File: src/rtl/eco32f_div_pkg.sv
// Shared constants for the eco32f serial divider scheduler.
package eco32f_div_pkg;

  // FSM state encodings (kept as plain constants for older tools)
  localparam logic [1:0] DIV_IDLE = 2'd0;
  localparam logic [1:0] DIV_RUN  = 2'd1;
  localparam logic [1:0] DIV_DONE = 2'd2;

  // Owner encodings: EX pipeline stage and the secondary client
  localparam logic DIV_PORT_EX  = 1'b0;
  localparam logic DIV_PORT_AUX = 1'b1;

endpackage

File: src/rtl/eco32f_div_step.sv
// One radix-2 restoring divide iteration: shift in the next dividend bit,
// trial-subtract the divisor and keep the difference when it does not go negative.
module eco32f_div_step #(
  parameter int WIDTH = 32
) (
  input  logic [WIDTH-1:0] r,
  input  logic [WIDTH-1:0] n,
  input  logic [WIDTH-1:0] d,
  output logic [WIDTH-1:0] r_nxt,
  output logic [WIDTH-1:0] n_nxt
);

  logic [WIDTH:0] shifted;
  logic           fits;

  // Trial subtract. The shifted remainder is carried in WIDTH+1 bits so the compare
  // stays exact even when the partial remainder MSB is set (divisor above 2^(WIDTH-1)).
  // The kept difference is always below d, so a WIDTH-bit subtract is enough for it.
  always_comb begin
    shifted = {r, n[WIDTH-1]};
    fits    = (shifted >= {1'b0, d});
    r_nxt   = fits ? (shifted[WIDTH-1:0] - d) : shifted[WIDTH-1:0];
    n_nxt   = {n[WIDTH-2:0], fits};
  end

endmodule

File: src/rtl/eco32f_div_sched.sv
// Shared serial-divider scheduler: round-robin between the EX port (0) and an
// auxiliary port (1), one quotient bit per cycle, one-cycle response pulse.
//
//   state    | meaning
//   ---------+-----------------------------------------------------------
//   DIV_IDLE | waiting for a request; both ready (port 0 not while flush0)
//   DIV_RUN  | WIDTH restoring iterations in progress
//   DIV_DONE | result presented for one cycle to the owning port
module eco32f_div_sched
  import eco32f_div_pkg::*;
#(
  parameter int WIDTH = 32,
  parameter int CNT_W = 6
) (
  input  logic             clk,
  input  logic             rst,
  input  logic             req0_valid,
  output logic             req0_ready,
  input  logic [WIDTH-1:0] req0_x,
  input  logic [WIDTH-1:0] req0_y,
  input  logic             req0_signed,
  input  logic             req0_rem,
  input  logic             flush0,
  input  logic             req1_valid,
  output logic             req1_ready,
  input  logic [WIDTH-1:0] req1_x,
  input  logic [WIDTH-1:0] req1_y,
  input  logic             req1_signed,
  input  logic             req1_rem,
  output logic             resp0_valid,
  output logic             resp1_valid,
  output logic [WIDTH-1:0] resp_result,
  output logic             resp_div_by_zero,
  output logic             busy
);

  logic [1:0]       state;
  logic [CNT_W-1:0] cnt;
  logic             owner;
  logic             last_grant;
  logic             rem_q;
  logic             neg_q;
  logic             dz_q;
  logic [WIDTH-1:0] r_q;
  logic [WIDTH-1:0] n_q;
  logic [WIDTH-1:0] d_q;

  logic             is_idle;
  logic             is_run;
  logic             is_done;
  logic             acc0;
  logic             acc1;
  logic             grant;
  logic [WIDTH-1:0] sel_x;
  logic [WIDTH-1:0] sel_y;
  logic             sel_signed;
  logic             sel_rem;
  logic [WIDTH-1:0] x_mag;
  logic [WIDTH-1:0] y_mag;
  logic             flush_own;
  logic [WIDTH-1:0] res_mag;
  logic [WIDTH-1:0] res_fix;
  logic [WIDTH-1:0] r_nxt;
  logic [WIDTH-1:0] n_nxt;

  eco32f_div_step #(.WIDTH(WIDTH)) u_step (
    .r     (r_q),
    .n     (n_q),
    .d     (d_q),
    .r_nxt (r_nxt),
    .n_nxt (n_nxt)
  );

  // Handshake, round-robin arbitration and operand magnitude conversion
  always_comb begin
    is_idle    = (state == DIV_IDLE);
    is_run     = (state == DIV_RUN);
    is_done    = (state == DIV_DONE);
    req0_ready = is_idle && !flush0;
    req1_ready = is_idle;
    acc0       = req0_valid && req0_ready;
    acc1       = req1_valid && req1_ready;
    // on a tie the port that did not win last time goes first
    grant      = (acc0 && acc1) ? ~last_grant : acc1;
    sel_x      = grant ? req1_x      : req0_x;
    sel_y      = grant ? req1_y      : req0_y;
    sel_signed = grant ? req1_signed : req0_signed;
    sel_rem    = grant ? req1_rem    : req0_rem;
    x_mag      = (sel_signed && sel_x[WIDTH-1]) ? -sel_x : sel_x;
    y_mag      = (sel_signed && sel_y[WIDTH-1]) ? -sel_y : sel_y;
    flush_own  = flush0 && (owner == DIV_PORT_EX) && (is_run || is_done);
  end

  // Response formatting; outputs are zero except in DONE
  always_comb begin
    res_mag          = rem_q ? r_q : n_q;
    res_fix          = neg_q ? -res_mag : res_mag;
    resp0_valid      = is_done && (owner == DIV_PORT_EX) && !flush0;
    resp1_valid      = is_done && (owner == DIV_PORT_AUX);
    resp_result      = is_done ? res_fix : '0;
    resp_div_by_zero = is_done && dz_q;
    busy             = !is_idle;
  end

  // Sequencer: accept, iterate WIDTH times, present result, return to idle
  always_ff @(posedge clk or posedge rst) begin
    if (rst) begin
      state      <= DIV_IDLE;
      cnt        <= '0;
      owner      <= DIV_PORT_EX;
      last_grant <= DIV_PORT_AUX;
      rem_q      <= 1'b0;
      neg_q      <= 1'b0;
      dz_q       <= 1'b0;
      r_q        <= '0;
      n_q        <= '0;
      d_q        <= '0;
    end else begin
      case (state)
        DIV_IDLE: begin
          if (acc0 || acc1) begin
            owner      <= grant;
            last_grant <= grant;
            rem_q      <= sel_rem;
            neg_q      <= sel_signed &
                          (sel_rem ? sel_x[WIDTH-1] : (sel_x[WIDTH-1] ^ sel_y[WIDTH-1]));
            dz_q       <= (sel_y == '0);
            cnt        <= CNT_W'(WIDTH);
            r_q        <= '0;
            n_q        <= x_mag;
            d_q        <= y_mag;
            state      <= DIV_RUN;
          end
        end
        DIV_RUN: begin
          if (flush_own) begin
            state <= DIV_IDLE;
          end else begin
            r_q <= r_nxt;
            n_q <= n_nxt;
            cnt <= cnt - CNT_W'(1);
            if (cnt == CNT_W'(1)) state <= DIV_DONE;
          end
        end
        DIV_DONE: state <= DIV_IDLE;
        default:  state <= DIV_IDLE;
      endcase
    end
  end

endmodule

File: config.mk
export PLATFORM = sky130hd
export DESIGN_NAME = eco32f_div_sched
export DESIGN_NICKNAME = d
export VERILOG_FILES = /design/src/rtl/eco32f_div_pkg.sv /design/src/rtl/eco32f_div_step.sv /design/src/rtl/eco32f_div_sched.sv
export SDC_FILE = /design/constraint.sdc
export NUM_CORES = 1
export LEC_CHECK = 0
export ABC_CLOCK_PERIOD_IN_PS = 4600
export CAP_MARGIN = 20
export CORE_ASPECT_RATIO = 1.4
export CORE_MARGIN = 2
export CORE_UTILIZATION = 28
export DETAILED_ROUTE_END_ITERATION = 8
export PLACE_DENSITY = 0.52
export SYNTH_ARGS = -nofsm -noshare
export SYNTH_HDL_FRONTEND = slang
export SYNTH_SLANG_ARGS = --single-unit
File: constraint.sdc
create_clock -name clk -period 4.6 [get_ports clk]
set_clock_uncertainty 0.15 [all_clocks]
set_input_delay 0.69 -clock clk [delete_from_list [all_inputs] [get_ports clk]]
set_output_delay 0.69 -clock clk [all_outputs]
set_load 0.1 [all_outputs]
==> results of run 1 <==
-- final cells by class --
type,count,area (µm²)
clock buffers,10,239
clock inverters,6,70.1
fillers,3790,23400
inverters,46,175
multi-input cells,1086,7300
flip-flops and latches,109,2730
well taps,467,584
repair buffers,212,2190
-- metal layers --
layer / track usage [%] / wire length [µm] / vias up
met5: 0 / 0 / -
met4: 10.2 / 1950 / 0
met3: 1.74 / 1440 / 74
met2: 34.2 / 19000 / 351
met1: 24.2 / 16200 / 4973
li1: - / - / 5110
-- where the power goes --
part | internal, mW | leakage (nW) | switching, mW
Clock | 0.440 | 0.141 | 0.383
Combinational | 2.73 | 4.12 | 4.19
Sequential | 1.44 | 1.35 | 0.585
-- cell usage after synthesis (8+ instances only) --
library cell | n | area [µm²]
o31ai_1 | 17 | 128
nand4_1 | 12 | 75.1
or3_1 | 11 | 68.8
clkbuf_1 | 57 | 214
a31oi_1 | 15 | 93.8
a22oi_1 | 29 | 218
and3_1 | 16 | 100
nor2_1 | 108 | 405
dfrtp_1 | 108 | 2700
ha_1 | 37 | 463
a21oi_1 | 58 | 290
nand2_1 | 112 | 420
xnor2_1 | 65 | 569
nand2b_1 | 8 | 50.1
mux2i_1 | 105 | 1050
nand3_1 | 58 | 290
a21o_1 | 14 | 105
mux2_2 | 16 | 180
o21ai_0 | 134 | 671
inv_1 | 46 | 173
o211ai_1 | 9 | 67.6
nor4_1 | 23 | 144
nor3_1 | 61 | 305
or4_1 | 8 | 60.1
xor2_1 | 55 | 482
-- worst max-delay path, stage by stage, from the launching register on --
cell	delay [ns]
dfrtp_2	0.49
clkbuf_16	0.25
or3_1	0.34
a222oi_1	0.51
nand3_1	0.25
nor4_1	0.29
nand2_1	0.12
o31ai_2	0.32
xnor2_1	0.11
nor2_1	0.22
buf_12	0.21
-- kinds of logic after synthesis --
logic type	count (synthesis)	synth area share, %
DFF	109	26.2
buffers and inverters	122	4.99
xor gates and xnor gates	120	10.1
AOI/OAI and AO/OA	344	20.6
muxes	121	11.8
adders and majority gates	38	4.63
and+or+nand+nor	463	21.7
-- sequential cells by signal, summed over array words and instances (netlist names) --
name / flops
r_q: 32
n_q: 32
cnt: 6
owner: 1
last_grant: 1
d_q: 32
neg_q: 1
rem_q: 1
state: 2
dz_q: 1
-- worst max-delay path by stage --
| stage | from | cells after the start | end |
|---|---|---|---|
| 5_1_grt | rem_q$_DFFE_PP0P_ | 10 | resp_result[31] |
| 3_3_place_gp | req1_valid | 8 | n_q[31]$_DFFE_PP0P_ |
| 4_1_cts | rem_q$_DFFE_PP0P_ | 10 | resp_result[31] |
| 3_5_place_dp | req1_valid | 8 | n_q[31]$_DFFE_PP0P_ |
| 6_report | rem_q$_DFFE_PP0P_ | 10 | resp_result[31] |
| 2_1_floorplan | rem_q$_DFFE_PP0P_ | 16 | resp_result[28] |
-- per-stage QoR --
stage | std cells | TNS (ns) | utilization (%)
3_5_place_dp | 1919 | 0 | 35.3
5_1_grt | 1936 | 0 | 36.2
4_1_cts | 1935 | 0 | 36.1
3_3_place_gp | 1919 | 0 | 35.3
6_report | 1936 | 0 | 36.2
2_1_floorplan | 1317 | -0.137 | -
==> results.toml, run 1 <==
[min_path]
whs_endpoint = "d_q[19]$_DFFE_PP0P_"
holdCritStartpoint = "d_q[19]$_DFFE_PP0P_"
whs_path_depth = 2
hold_class = "flip-flop to flip-flop"

[critical_path]
cp_max_fo = 30
critPathLaunchType = "flip-flop"
crit_required_ns = 3.76
r2r-start = "r_q[7]$_DFFE_PP0P_"
crit_type = "flip-flop to output pin"
critPathCaptureType = "output pin"
r2r_end = "r_q[6]$_DFFE_PP0P_"
r2r_setup_slack_ns = 0.73
cp.arrival_ns = 3.49
worstRegToRegCells = 11

[placed_design]
gp_congestion = 0.877
dp_hpwl_um = 31600
io_buffers = 174
postPlaceCellArea_um2 = 12900
dp_slack_ns = 0.550

[synth]
ys_ff_latch = 109
synth_cell_type_count = 78
yosysWarnings = 0
synth_cells = 1317
synth_edf_count = 0
ys_async_sr_fraction_pct = 100
syn_avg_cell_area_um2 = 7.91
ys_seq_area_share_pct = 26.2
ys.flop_type = "dfrtp_1"
netlist_area_um2 = 10400
synth_nets = 1492

[global_route]
grt_pass1_vias = 10500
grt_pass1_wl_um = 59800
antenna_found_initial = 0
grtUsageTotal_pct = 19.7
overflow = 0
grt_max_degree = 62

[route]
drt-pass1-iter-count = 5
drtAntennaViolNets = 0
drc = 0
wl_per_cell_um = 19.9
routed_wl_um = 38600
vias = 10500
drtIter0Drc = 652
vias_per_cell = 5.43

[timing]
fin_crit_ns = 4.33
hold_viol_final = 0
worstMarginPinSlew_ns = 1.04
slew_headroom_pct = 30.4
fmax_mhz = 231
fin_ws_ns = 0.266
final.period_utilization_pct = 94.2
slew_violations = 0
setup_viol = 0
rsz0062_at_grt = "no"
fin_hold_ws_ns = 0.332

[floorplanning]
io_pins = 175
num_rows = 83
floorplan.die.height_um = 232
core-area_um2 = 36700
die_area_um2 = 38800
initial_core_util_pct = 28.4
die_width_um = 167

[clocking]
cts_tree = "built"
htreeDepth = 3
cts_sinks = 109
cts-resized-gates = 0
clkTransAtPathRegs_ns = 0.07
hold_buffers = 0
numCtsBuffers = 9
postCtsSetupBuffers = 0
clkLatencyLatePin_ns = 0.37
clockBufferDepth = 2
cts-root-buf = "clkbuf_16"

[finish]
layout_common_cells = "clkdlybuf4s50_1 (138), o21ai_0 (134), nand2_1 (112), dfrtp_1 (107), mux2i_1 (103)"
design_area_um2 = 13300
antennaDiodeCount = 0
drive_above_1_share_pct = 9.87
fin_nets = 1639
final_common_cell = "clkdlybuf4s50_1"
area_delta_synth_final_pct = 27.5

[job]
drv_cap = 0

[outcome]
status = "finished clean"

[power]
p_per_area_nw_per_um2 = 735
power.leakage_nw = 5.61
vdd_ir_drop_max_mv = 0.511
p_total_mw = 9.77
(Power assumes the default switching activity.)
==> run 2, diff against run 1 <==
--- a/config.mk
+++ b/config.mk
@@ -10,7 +10,9 @@
 export CORE_ASPECT_RATIO = 1.4
 export CORE_MARGIN = 2
 export CORE_UTILIZATION = 28
+export CTS_BUF_LIST = sky130_fd_sc_hd__clkbuf_4
 export DETAILED_ROUTE_END_ITERATION = 8
+export HOLD_SLACK_MARGIN = 0.06
 export PLACE_DENSITY = 0.52
 export SYNTH_ARGS = -nofsm -noshare
 export SYNTH_HDL_FRONTEND = slang
==> run 2 against run 1 <==
- die area did not move
- final cell count rose by 0.15%
- power fell by 2.7%
- first-iteration DRC count rose by 0.46%
- register-to-register slack got worse by 0.03 ns
==> results.toml, run 2 (synthesis results as in run 1) <==
[placed_design]
postPlaceCellArea_um2 = 12900
dp_cells = 1919
gp_congestion = 0.877
io_buffers = 174
dp_hpwl_um = 31600

[clocking]
numCtsBuffers = 9
clkLatencyLatePin_ns = 0.54
cts_tree = "built"
clkTransAtPathRegs_ns = 0.16
htreeDepth = 3
cts-root-buf = "clkbuf_4"
cts_sinks = 109
clockBufferDepth = 2
hold_buffers = 0

[finish]
reg_top3 = "d_q: 32 flops, n_q: 32 flops, r_q: 32 flops"
final_common_cell = "clkdlybuf4s50_1"
fin_util_pct = 36.0
area_delta_synth_final_pct = 26.6
drive_above_1_share_pct = 10.3
fin_nets = 1640
instances_no_fill = 1939
layout_common_cells = "clkdlybuf4s50_1 (138), o21ai_0 (133), nand2_1 (112), dfrtp_1 (107), mux2i_1 (103)"
design_area_um2 = 13200

[timing]
setup_viol = 0
hold_viol_final = 0
fin_crit_ns = 4.38
worstMarginPinSlew_ns = 1.08
slew_violations = 0
rsz0062_at_grt = "no"
final.period_utilization_pct = 95.2
slew_headroom_pct = 28.0
fmax_mhz = 228

[global_route]
antenna_found_initial = 2
grt_pass1_wl_um = 59800
grt_pass1_vias = 10400
grtUsageTotal_pct = 19.7
overflow = 0
grt_max_degree = 62

[power]
p_clk_share_pct = 5.4
internal_power_mw = 4.35
swShare_pct = 54.3
p_per_area_nw_per_um2 = 721
p_sw_mw = 5.16
p_total_mw = 9.51
p_comb_share_pct = 73.2
power.leakage_nw = 5.55
vdd_ir_drop_max_mv = 0.515
p_seq_share_pct = 21.4

[critical_path]
crit_start = "rem_q$_DFFE_PP0P_"
r2r-start = "r_q[7]$_DFFE_PP0P_"
crit_required_ns = 3.76
cp_max_fo = 30
critPathLaunchType = "flip-flop"
crit_type = "flip-flop to output pin"
critPathCaptureType = "output pin"
cp.arrival_ns = 3.54

[floorplanning]
die_area_um2 = 38800
die_width_um = 167
num_rows = 83
floorplan.die.height_um = 232
io_pins = 175
initial_core_util_pct = 28.4
core-area_um2 = 36700

[min_path]
holdCritStartpoint = "d_q[19]$_DFFE_PP0P_"
hold_class = "flip-flop to flip-flop"

[route]
drtAntennaViolNets = 0
wl_per_cell_um = 20.0
drtIter0Drc = 655
drt-pass1-iter-count = 5
vias = 10400
drc = 0
vias_per_cell = 5.38
routed_wl_um = 38700

[job]
drv_cap = 0

[outcome]
status = "finished clean"
run 2: cell types whose count changed in the layout (fill, tap and decap cells not counted), sizes merged:
cell / before / now
buf: 73 / 74
clkbuf: 11 / 10
clkinv: 1 / 2
diode: 0 / 2
run 2: critical path, cell delays in order, from the launching register on:
cell       delay, ns
dfrtp_2         0.53
clkbuf_16       0.25
or3_1           0.34
a222oi_1        0.35
buf_4           0.18
nand3_1         0.17
or4_1           0.52
o21ai_1         0.17
xnor2_1         0.09
nor2_1          0.18
buf_12          0.20
run 2: final timing paths:
| kind | cells after the start | slack, ns | to |
|---|---|---|---|
| max | 10 | 0.22 | resp_result[29] |
| min | 2 | 0.35 | d_q[19]$_DFFE_PP0P_ |
| max reg2reg | 11 | 0.70 | r_q[6]$_DFFE_PP0P_ |
| min reg2reg | 2 | 0.35 | d_q[19]$_DFFE_PP0P_ |
| max in group asynchronous | 3 | 3.03 | n_q[25]$_DFFE_PP0P_ |
| min in group asynchronous | 2 | 0.49 | r_q[12]$_DFFE_PP0P_ |
run 2: final cells by class:
class	count	area, µm²
Clock buffer	9	67.6
Timing Repair Buffer	213	2200
Antenna cell	2	5.00
Multi-Input combinational cell	1086	7360
Tap cell	467	584
Clock inverter	7	73.8
Sequential cell	109	2730
Fill cell	3810	23500
Inverter	46	175
run 2: power by group through the flow:
stage / registers [mW] / clock network [mW] / logic (mW)
after floorplan: 1.77 / 0 / 4.97
after global placement: 2.03 / 0 / 6.83
after detailed placement: 2.03 / 0 / 6.84
after CTS: 2.01 / 0.533 / 6.87
after global routing: 2.09 / 0.566 / 7.61
final: 2.03 / 0.513 / 6.96
run 2: per-stage QoR:
step	worst slack, ns	setup TNS (ns)	hold WS, ns
3_3_place_gp	0.539	0	0.316
3_5_place_dp	0.550	0	0.321
5_1_grt	0.00257	0	0.383
6_report	0.223	0	0.349
2_1_floorplan	-0.137	-0.137	0.299
4_1_cts	0.0120	0	0.358
run 2: timing repair:
action | CTS | global route
endpoints found under the setup margin | 1 | 13
pin swaps | 1 | 4
gates resized for setup | 0 | 14
cloned | 0 | 1
setup buffers | 1 | 0
run 2: metal layers:
metal / vias up / part of all wire, % / global-route usage (%)
met3: 68 / 3.5 / 1.82
met5: - / 0 / 0
li1: 5117 / - / -
met1: 4927 / 42 / 24.3
met2: 319 / 49 / 34.1
met4: 0 / 4.7 / 10.1
==> run 3, diff against run 2 <==
--- a/config.mk
+++ b/config.mk
@@ -12,6 +12,7 @@
 export CORE_UTILIZATION = 28
 export CTS_BUF_LIST = sky130_fd_sc_hd__clkbuf_4
 export DETAILED_ROUTE_END_ITERATION = 8
+export GPL_ROUTABILITY_DRIVEN = 1
 export HOLD_SLACK_MARGIN = 0.06
 export PLACE_DENSITY = 0.52
 export SYNTH_ARGS = -nofsm -noshare
==> results of run 3 <==
No change in the layout: final DEF, timing and power equal those of run 2.
